==> src/rtl/fir_mac.sv <==
// fir_mac - tap-stream multiply-accumulate stage of the filter path.
//
// Consumes one burst of M taps (addresses 0..M-1 in order, gaps allowed),
// multiplies each unsigned tap by its signed Q1.(COEF_SIZE-1) coefficient,
// accumulates the burst and emits one scaled, saturated unsigned result.
//
// Ports:
//   clk         rising-edge clock
//   rst         synchronous, active-low reset
//   we          tap write strobe
//   addr        tap index of the current write
//   di          tap sample (unsigned ADC code)
//   coef_we     coefficient write strobe (honoured only while not busy)
//   coef_addr   coefficient index
//   coef_di     coefficient value (signed)
//   dout        filter result, held until the next result
//   dout_valid  one-cycle pulse when dout is updated
//   busy        high from the first accepted tap through the dout_valid cycle
//   err         one-cycle pulse on a tap protocol error
//
// Build option:
//   FIR_MAC_ROUND_EN  when defined, the accumulator is rounded half-up before
//                     the COEF_FRAC shift; otherwise the shift truncates.
module fir_mac #(
  parameter int M         = 4,
  parameter int ADDR_SIZE = 5,
  parameter int DATA_SIZE = 12,
  parameter int COEF_SIZE = 12,
  parameter int COEF_FRAC = 11,
  parameter int ACC_SIZE  = 28,
  parameter int OUT_SIZE  = 12
) (
  input  logic                 clk,
  input  logic                 rst,
  input  logic                 we,
  input  logic [ADDR_SIZE-1:0] addr,
  input  logic [DATA_SIZE-1:0] di,
  input  logic                 coef_we,
  input  logic [ADDR_SIZE-1:0] coef_addr,
  input  logic [COEF_SIZE-1:0] coef_di,
  output logic [OUT_SIZE-1:0]  dout,
  output logic                 dout_valid,
  output logic                 busy,
  output logic                 err
);

  localparam int PROD_SIZE = DATA_SIZE + 1 + COEF_SIZE;
  localparam int IDX_W     = (M > 1) ? $clog2(M) : 1;
  localparam logic [ADDR_SIZE-1:0] LAST_ADDR = ADDR_SIZE'(M - 1);
  localparam logic signed [ACC_SIZE:0] SAT_MAX =
    (ACC_SIZE + 1)'((64'd1 << OUT_SIZE) - 64'd1);
`ifdef FIR_MAC_ROUND_EN
  localparam logic signed [ACC_SIZE:0] RND_HALF =
    (ACC_SIZE + 1)'(64'd1 << (COEF_FRAC - 1));
`endif

  typedef enum logic [1:0] {
    S_IDLE  = 2'd0,
    S_ACC   = 2'd1,
    S_DRAIN = 2'd2,
    S_OUT   = 2'd3
  } state_t;

  state_t               state_q, state_d;
  logic [ADDR_SIZE-1:0] exp_q, exp_d;
  logic                 drain_q, drain_d;
  logic                 accept, accept_first;
  logic                 err_d, out_en;
  logic                 err_q, dout_valid_q;
  logic [OUT_SIZE-1:0]  dout_q;
  logic                 coef_wr;

  logic signed [COEF_SIZE-1:0] coef_q [M];

  logic signed [DATA_SIZE:0]   tap_p0;
  logic signed [COEF_SIZE-1:0] coef_p0;
  logic                        first_p0;
  logic                        vld_p0;
  logic signed [PROD_SIZE-1:0] prod_p1;
  logic                        first_p1;
  logic                        vld_p1;
  logic signed [ACC_SIZE-1:0]  prod_ext_p1;
  logic signed [ACC_SIZE-1:0]  acc_p2;

  // Scale the accumulator down by COEF_FRAC and clamp into the unsigned
  // output range. One guard bit keeps the rounding add from wrapping.
  function automatic logic [OUT_SIZE-1:0] scale_sat(input logic signed [ACC_SIZE-1:0] a);
    logic signed [ACC_SIZE:0] ext;
    logic signed [ACC_SIZE:0] shifted;
    logic [OUT_SIZE-1:0]      res;
    ext = (ACC_SIZE + 1)'(a);
`ifdef FIR_MAC_ROUND_EN
    ext = ext + RND_HALF;
`else
    ext = ext;
`endif
    shifted = ext >>> COEF_FRAC;
    if (shifted[ACC_SIZE]) begin
      res = '0;
    end else if (shifted > SAT_MAX) begin
      res = '1;
    end else begin
      res = shifted[OUT_SIZE-1:0];
    end
    return res;
  endfunction

  assign busy       = (state_q != S_IDLE) || dout_valid_q;
  assign dout       = dout_q;
  assign dout_valid = dout_valid_q;
  assign err        = err_q;

  // Coefficient writes are dropped while a burst is in flight or when the
  // index is out of range, so a live burst always sees a stable table.
  assign coef_wr = coef_we && !busy && (coef_addr <= LAST_ADDR);

  always_comb begin
    state_d      = state_q;
    exp_d        = exp_q;
    drain_d      = drain_q;
    accept       = 1'b0;
    accept_first = 1'b0;
    err_d        = 1'b0;
    out_en       = 1'b0;
    case (state_q)
      S_IDLE: begin
        if (we) begin
          if (addr == '0) begin
            accept       = 1'b1;
            accept_first = 1'b1;
            exp_d        = ADDR_SIZE'(1);
            drain_d      = 1'b0;
            state_d      = (LAST_ADDR == '0) ? S_DRAIN : S_ACC;
          end else begin
            err_d = 1'b1;
          end
        end
      end
      S_ACC: begin
        if (we) begin
          if (addr == exp_q) begin
            accept = 1'b1;
            exp_d  = exp_q + ADDR_SIZE'(1);
            if (addr == LAST_ADDR) begin
              drain_d = 1'b0;
              state_d = S_DRAIN;
            end
          end else begin
            // Out-of-order tap aborts the burst; even addr 0 is not
            // taken as a restart, the producer has to resend it.
            err_d   = 1'b1;
            exp_d   = '0;
            state_d = S_IDLE;
          end
        end
      end
      S_DRAIN: begin
        err_d = we;
        // Two cycles let the last tap cross the product and accumulate stages.
        if (drain_q) begin
          state_d = S_OUT;
        end else begin
          drain_d = 1'b1;
        end
      end
      S_OUT: begin
        err_d   = we;
        out_en  = 1'b1;
        exp_d   = '0;
        state_d = S_IDLE;
      end
      default: begin
        state_d = S_IDLE;
      end
    endcase
  end

  assign prod_ext_p1 = ACC_SIZE'(prod_p1);

  always_ff @(posedge clk) begin
    if (!rst) begin
      state_q      <= S_IDLE;
      exp_q        <= '0;
      drain_q      <= 1'b0;
      err_q        <= 1'b0;
      dout_valid_q <= 1'b0;
      dout_q       <= '0;
      vld_p0       <= 1'b0;
      vld_p1       <= 1'b0;
      acc_p2       <= '0;
      for (int i = 0; i < M; i++) begin
        coef_q[i] <= '0;
      end
    end else begin
      state_q      <= state_d;
      exp_q        <= exp_d;
      drain_q      <= drain_d;
      err_q        <= err_d;
      dout_valid_q <= out_en;
      if (out_en) begin
        dout_q <= scale_sat(acc_p2);
      end
      if (coef_wr) begin
        coef_q[coef_addr[IDX_W-1:0]] <= coef_di;
      end
      // stage p0 -> p1 -> p2 valid chain
      vld_p0 <= accept;
      vld_p1 <= vld_p0;
      // stage p2: accumulate (tap 0 restarts the sum)
      if (vld_p1) begin
        acc_p2 <= first_p1 ? prod_ext_p1 : acc_p2 + prod_ext_p1;
      end
    end
  end

  always_ff @(posedge clk) begin
    // stage p0: capture tap and its coefficient
    if (accept) begin
      tap_p0   <= $signed({1'b0, di});
      coef_p0  <= coef_q[addr[IDX_W-1:0]];
      first_p0 <= accept_first;
    end
    // stage p1: product
    if (vld_p0) begin
      prod_p1  <= tap_p0 * coef_p0;
      first_p1 <= first_p0;
    end
  end

endmodule

==> config.mk <==
export PLATFORM = sky130hd
export DESIGN_NAME = fir_mac
export DESIGN_NICKNAME = d
export VERILOG_FILES = /design/src/rtl/fir_mac.sv
export SDC_FILE = /design/constraint.sdc
export NUM_CORES = 1
export LEC_CHECK = 0
export CORE_ASPECT_RATIO = 1.4
export CORE_MARGIN = 3
export CORE_UTILIZATION = 56
export CTS_BUF_LIST = sky130_fd_sc_hd__clkbuf_8
export DETAILED_ROUTE_END_ITERATION = 10
export PLACE_DENSITY = 0.75
export SLEW_MARGIN = 10
export SYNTH_ARGS = -nofsm -noshare
export SYNTH_HDL_FRONTEND = slang
export SYNTH_SLANG_ARGS = --single-unit
==> constraint.sdc <==
create_clock -name clk -period 6.1 [get_ports clk]
set_input_delay 1.22 -clock clk [delete_from_list [all_inputs] [get_ports clk]]
set_output_delay 1.22 -clock clk [all_outputs]
set_load 0.02 [all_outputs]
== Yosys cells after proc, flatten, opt, wreduce, memory -nomap -nowiden ==
Memories as Yosys holds them, arrays and structs flattened. A register that Yosys moved wholly into a read port is not among the register bits.
Index checks and enable logic that the tools add are counted.

* Register bits: 91
* Memory bits (writable): 48
* Input bits: 38
* Output and inout port bits: 15
* Memories kept: 1

{| class="wikitable"
|+ Memory list
! memory !! depth !! width !! read ports !! clocked after Yosys merged registers in !! write ports !! line !! RTL
|-
| coef_q || 4 || 12 || 1 || 1 || 4 || 73 || <nowiki>logic signed [COEF_SIZE-1:0] coef_q [M];</nowiki>
|}

* Add/subtract/negate cells: 2
* Multiply operators: 1
* $lt $le $gt $ge: 2
* Eq/ne operators: 12
* Mux-type cells: 39
* Reduce and logical (&&, ||, !) cells: 14

{| class="wikitable"
|+ Operator list
! operator !! count
|-
| 12-bit two-way mux || 3
|-
| 28-bit by 25-bit adder with 28-bit output || 1
|-
| 28-bit two-way mux || 1
|-
| 13-bit by 12-bit multiplier with 25-bit output || 1
|-
| 5-bit two-way mux || 4
|-
| 1-bit two-way mux || 19
|-
| 17-bit by 13-bit > comparator with 1-bit output, second input constant || 1
|-
| 5-bit case mux with 3 select lines || 1
|-
| 2-bit two-way mux || 7
|-
| 2-bit inequality test, second input constant || 6
|-
| 12-bit OR reduction || 1
|-
| 2-bit case mux with 4 select lines || 1
|-
| 1-bit case mux with 3 select lines || 2
|-
| 6-bit AND reduction || 1
|-
| 3-bit nonzero test || 2
|-
| 5-bit by 1-bit adder with 5-bit output, second input constant || 1
|-
| 5-bit by 2-bit == test with 1-bit output, second input constant || 1
|-
| 5-bit == test || 1
|-
| 5-bit by 2-bit less-or-equal comparator with 1-bit output, second input constant || 1
|-
| 5-bit logical NOT || 1
|-
| 5-bit AND reduction || 1
|-
| 2-bit == test, second input constant || 2
|-
| 4-bit AND reduction || 1
|-
| 3-bit inequality test, second input constant || 1
|-
| other kinds (8) || 9
|}

== Longest topological paths before layout ==
* Depth in word-level cells: 10
* Gate-level depth with buffers: 23
* Gate-level depth less buffers: 22

== Worst setup path before layout ==
No wires, ideal clock.

* Path kind: reg-to-reg
* Start point: register coef_p0[5], read port of coef_q
* End point: register prod_p1[23] (data pin)
* Data arrival time: 4.965 ns
* Path slack: 0.877 ns
* Stages on the path, launching flop included: 22
* Buffers on the path: 1
* Cells stage by stage: edfxtp_1 -> clkbuf_1 -> nand2_1 -> fa_1 -> inv_1 -> ha_1 -> fa_1 -> inv_1 -> fa_1 -> fa_1 -> inv_1 -> ha_1 -> nor2b_1 -> o21ai_1 -> a21boi_1 -> o21a_1 -> o21a_1 -> o2111ai_1 -> nand4_1 -> a31o_2 -> a31oi_1 -> xnor2_1

* Word-level cells in the longest chain between the ends: 1

{| class="wikitable"
|+ RTL lines
! what !! line !! RTL
|-
| from (decl) || 76 || <nowiki>logic signed [COEF_SIZE-1:0] coef_p0;</nowiki>
|-
| 13-bit by 12-bit multiplier with 25-bit output || 225 || <nowiki>prod_p1 <= tap_p0 * coef_p0;</nowiki>
|-
| to (signal assigned) || 225 ||
|-
| to (decl) || 79 || <nowiki>logic signed [PROD_SIZE-1:0] prod_p1;</nowiki>
|}

No other way between the ends.
A chain may end at the register's enable or synchronous reset.

== Final worst setup path ==
* Start point: register coef_p0[11], read port of coef_q
* End point: register prod_p1[24] (data pin)

Same word-level chain as after synthesis.

==> impl_metrics.tcl <==
set metrics [dict create \
    synth_area_leaders "edfxtp_1, fa_1, ha_1" \
    crit_path_start_kind "register" \
    vdd_ir_drop_max_mv 0.217 \
    place_area_um2 12700 \
    grt_max_degree 56 \
    rsz0062_at_grt "false" \
    vias 8465 \
    cts_setup_buffers 0 \
    nNetsFinal 1497 \
    area_delta_synth_final_pct 9.39 \
    synth_edf_count 99 \
    powerDensity_nw_per_um2 169 \
    num_rows 62 \
    cp_max_fo 9 \
    dp_hpwl_mm 18.7 \
    avgSynthCellArea_um2 9.81 \
    crit_start "coef_p0[11]" \
    ctsHtreeMaxLevel 4 \
    grt_pass1_vias 8765 \
    synth.distinct_cells 59 \
    hp-start "first_p0" \
    initial_core_util_pct 57.9 \
    rr_startpoint "coef_p0[11]" \
    via_per_inst 5.56 \
    p_leak_nw 5.80 \
    ff_latch_area_um2 4010 \
    die_width_um 130 \
    cp_slowest_cell "fa_1" \
    ctsHoldBuffers 0 \
    crit_arrival_ns 5.87 \
    cpMostUsedCell "fa_1" \
    die_y_um 179 \
    synth-async-reset-ratio_pct 0 \
    max_stage_delay_ns 0.55 \
    synth_top_area_share_pct 24.7 \
    layout-drive-gt1-share_pct 5.37 \
    synth_common_cells "inv_1, nand2_1, ha_1" \
    numCtsBuffers 17 \
    yosysMostFrequentCell "inv_1" \
    layout_min_cycle_time_ns 5.65 \
    synth_ff_type "edfxtp_1" \
    routabilityCongestion 0.941 \
    status "completed" \
    clock_sinks 151 \
    num_io_pins 53 \
    wl_per_cell_um 15.6 \
    drc_errors 0 \
    overflow 0 \
    hold_viol_final 0 \
    cap_viol_max_count 0 \
    fillers 1737 \
    clockBufferDepth 2 \
    p_total_mw 2.22 \
    synth_fp_nets 1471 \
    hold_ws_ns 0.434 \
    slew_viol_final 0 \
    skew_ns 0.0195 \
    clk_latency_ns 0.47 \
    yosysTopAreaCell "edfxtp_1" \
    postLayoutCellArea_um2 13200 \
    cts-root-buf "clkbuf_8" \
    setup_violations 0 \
    cts_resized 0 \
    setup_ws_ns 0.448 \
    fin_setup_tns_ns 0 \
    syn_area_um2 12000 \
    end_kind "register" \
    drtIter0Drc 447 \
    tritoncts "built" \
    hold_path_class "register to register" \
    dieArea_um2 23300 \
    grt_usage_pct 21.6 \
    period_share_pct 92.7 \
    seq_area_frac_synth_pct 33.4 \
    place_ws_ns 0.396 \
    relSlewSlack_pct 26.7 \
    synth_warnings 0 \
    grt_antenna_before_repair 0 \
    clk_pin_slew_ns 0.10 \
    tightestPinTransition_ns 1.10 \
    multi_input_area_um2 7210 \
    critPathKind "register to register" \
    syn_inst 1227 \
    antenna_left 0 \
    port_buffers 52 \
    n_antenna_cell 0 \
    ys_seq_elements 151 \
    grt_pass1_wl_mm 40.8 \
    crit_chain "clkinv_1, nor2_1, fa_1, fa_1, fa_1, fa_1, inv_1, fa_1, inv_1, ha_1, and3_1, a21oi_1, o21ai_1, a211oi_1, o31ai_1, a21oi_1, xnor2_1" \
    drt_wl_total_mm 23.7 \
    crit_required_ns 6.32 \
    max_freq_mhz 177 \
    first_pass_iters 7 \
    coreArea_um2 20800 \
]
[sequential cells by signal (all words and copies together) (netlist names), named ones only]
signal	flops
prod_p1	25
coef_p0	12
state_q	1
exp_q	5
first_p0	1
tap_p0	12
dout_valid	1
vld_p0	1
err	1
coef_q	48
dout	12
vld_p1	1
drain_q	1
acc_p2	28
first_p1	1
[per-layer routing]
| metal | routed length (um) | track usage [%] |
|---|---|---|
| met4 | 699 | 7.20 |
| met5 | 0 | 0 |
| met2 | 12800 | 39.6 |
| met3 | 644 | 2.52 |
| met1 | 9570 | 25.7 |
[layout by cell type, fill, tap and decap left out, types with 3 or more instances in the layout]
cell             count
clkbuf_8            17
nor2_1              87
edfxtp_1            99
mux4_2              12
o31ai_1              4
o21ai_1              4
and4_1               3
dfxtp_1             52
a21oi_1             78
mux2i_1              5
inv_8                7
xor2_1              24
nand3b_1             3
nand2b_1            13
xnor2_1             23
o21ai_0             37
nand2_1            119
a21o_1              10
a211oi_1             7
nor2b_1              4
clkinv_8             4
o21a_1               8
and3_1              18
clkdlybuf4s50_1     52
o211ai_1            11
or2_2                4
nor3_1              20
inv_1              161
nand3_1             15
nand4_1              5
and2_1              96
a31oi_1              5
o211a_1              3
buf_4               11
fa_1               102
o2111ai_1            3
ha_1               104
[critical path: cells and delay by family, from the launching register on]
| kind | cells | cell delay [ns] |
|---|---|---|
| buffers and inverters | 3 | 0.45 |
| AO/OA/AOI/OAI | 5 | 1.03 |
| XOR/XNOR | 1 | 0.08 |
| flip-flops | 1 | 0.49 |
| AND/OR/NAND/NOR | 2 | 0.45 |
| adder cells (fa/ha/maj) | 6 | 2.92 |
[final cells by class]
| class | instances | share of cell area (%) |
|---|---|---|
| clock buffers | 17 | 1.78 |
| well taps | 256 | 2.43 |
| flip-flops and latches | 151 | 30.5 |
| multi-input cells | 858 | 54.7 |
| repair buffers | 63 | 4.58 |
| inverters | 162 | 4.62 |
| clock inverters | 15 | 1.35 |
[stage by stage]
stage / utilization [%] / std cells
after floorplan: - / 1227
after global placement: 61.3 / 1490
after detailed placement: 61.3 / 1490
after CTS: 63.3 / 1522
after global routing: 63.3 / 1522
final: 63.3 / 1522
[power by group]
group | leakage [nW] | switching (mW) | internal [mW]
Clock | 0.205 | 0.471 | 0.316
Sequential | 1.37 | 0.00977 | 1.12
Combinational | 4.23 | 0.167 | 0.143
Total | 5.80 | 0.648 | 1.57
[cell families after synthesis]
group                    share of synthesized area (%)
adder cells (fa/ha/maj)                           27.8
AO/OA/AOI/OAI                                     9.59
multiplexers                                      2.66
buffers and inverters                             6.80
AND/OR/NAND/NOR                                   16.4
flip-flops                                        33.4
XOR/XNOR                                          3.42
[worst paths after layout]
| path | slack, ns | end | cells past startpoint |
|---|---|---|---|
| hold reg to reg | 0.43 | first_p1 | 0 |
| setup reg to reg | 0.45 | prod_p1[24] | 17 |
| hold / removal | 0.43 | first_p1 | 0 |
| setup / recovery | 0.45 | prod_p1[24] | 17 |
Note: power is estimated with default switching activity, not from simulation.
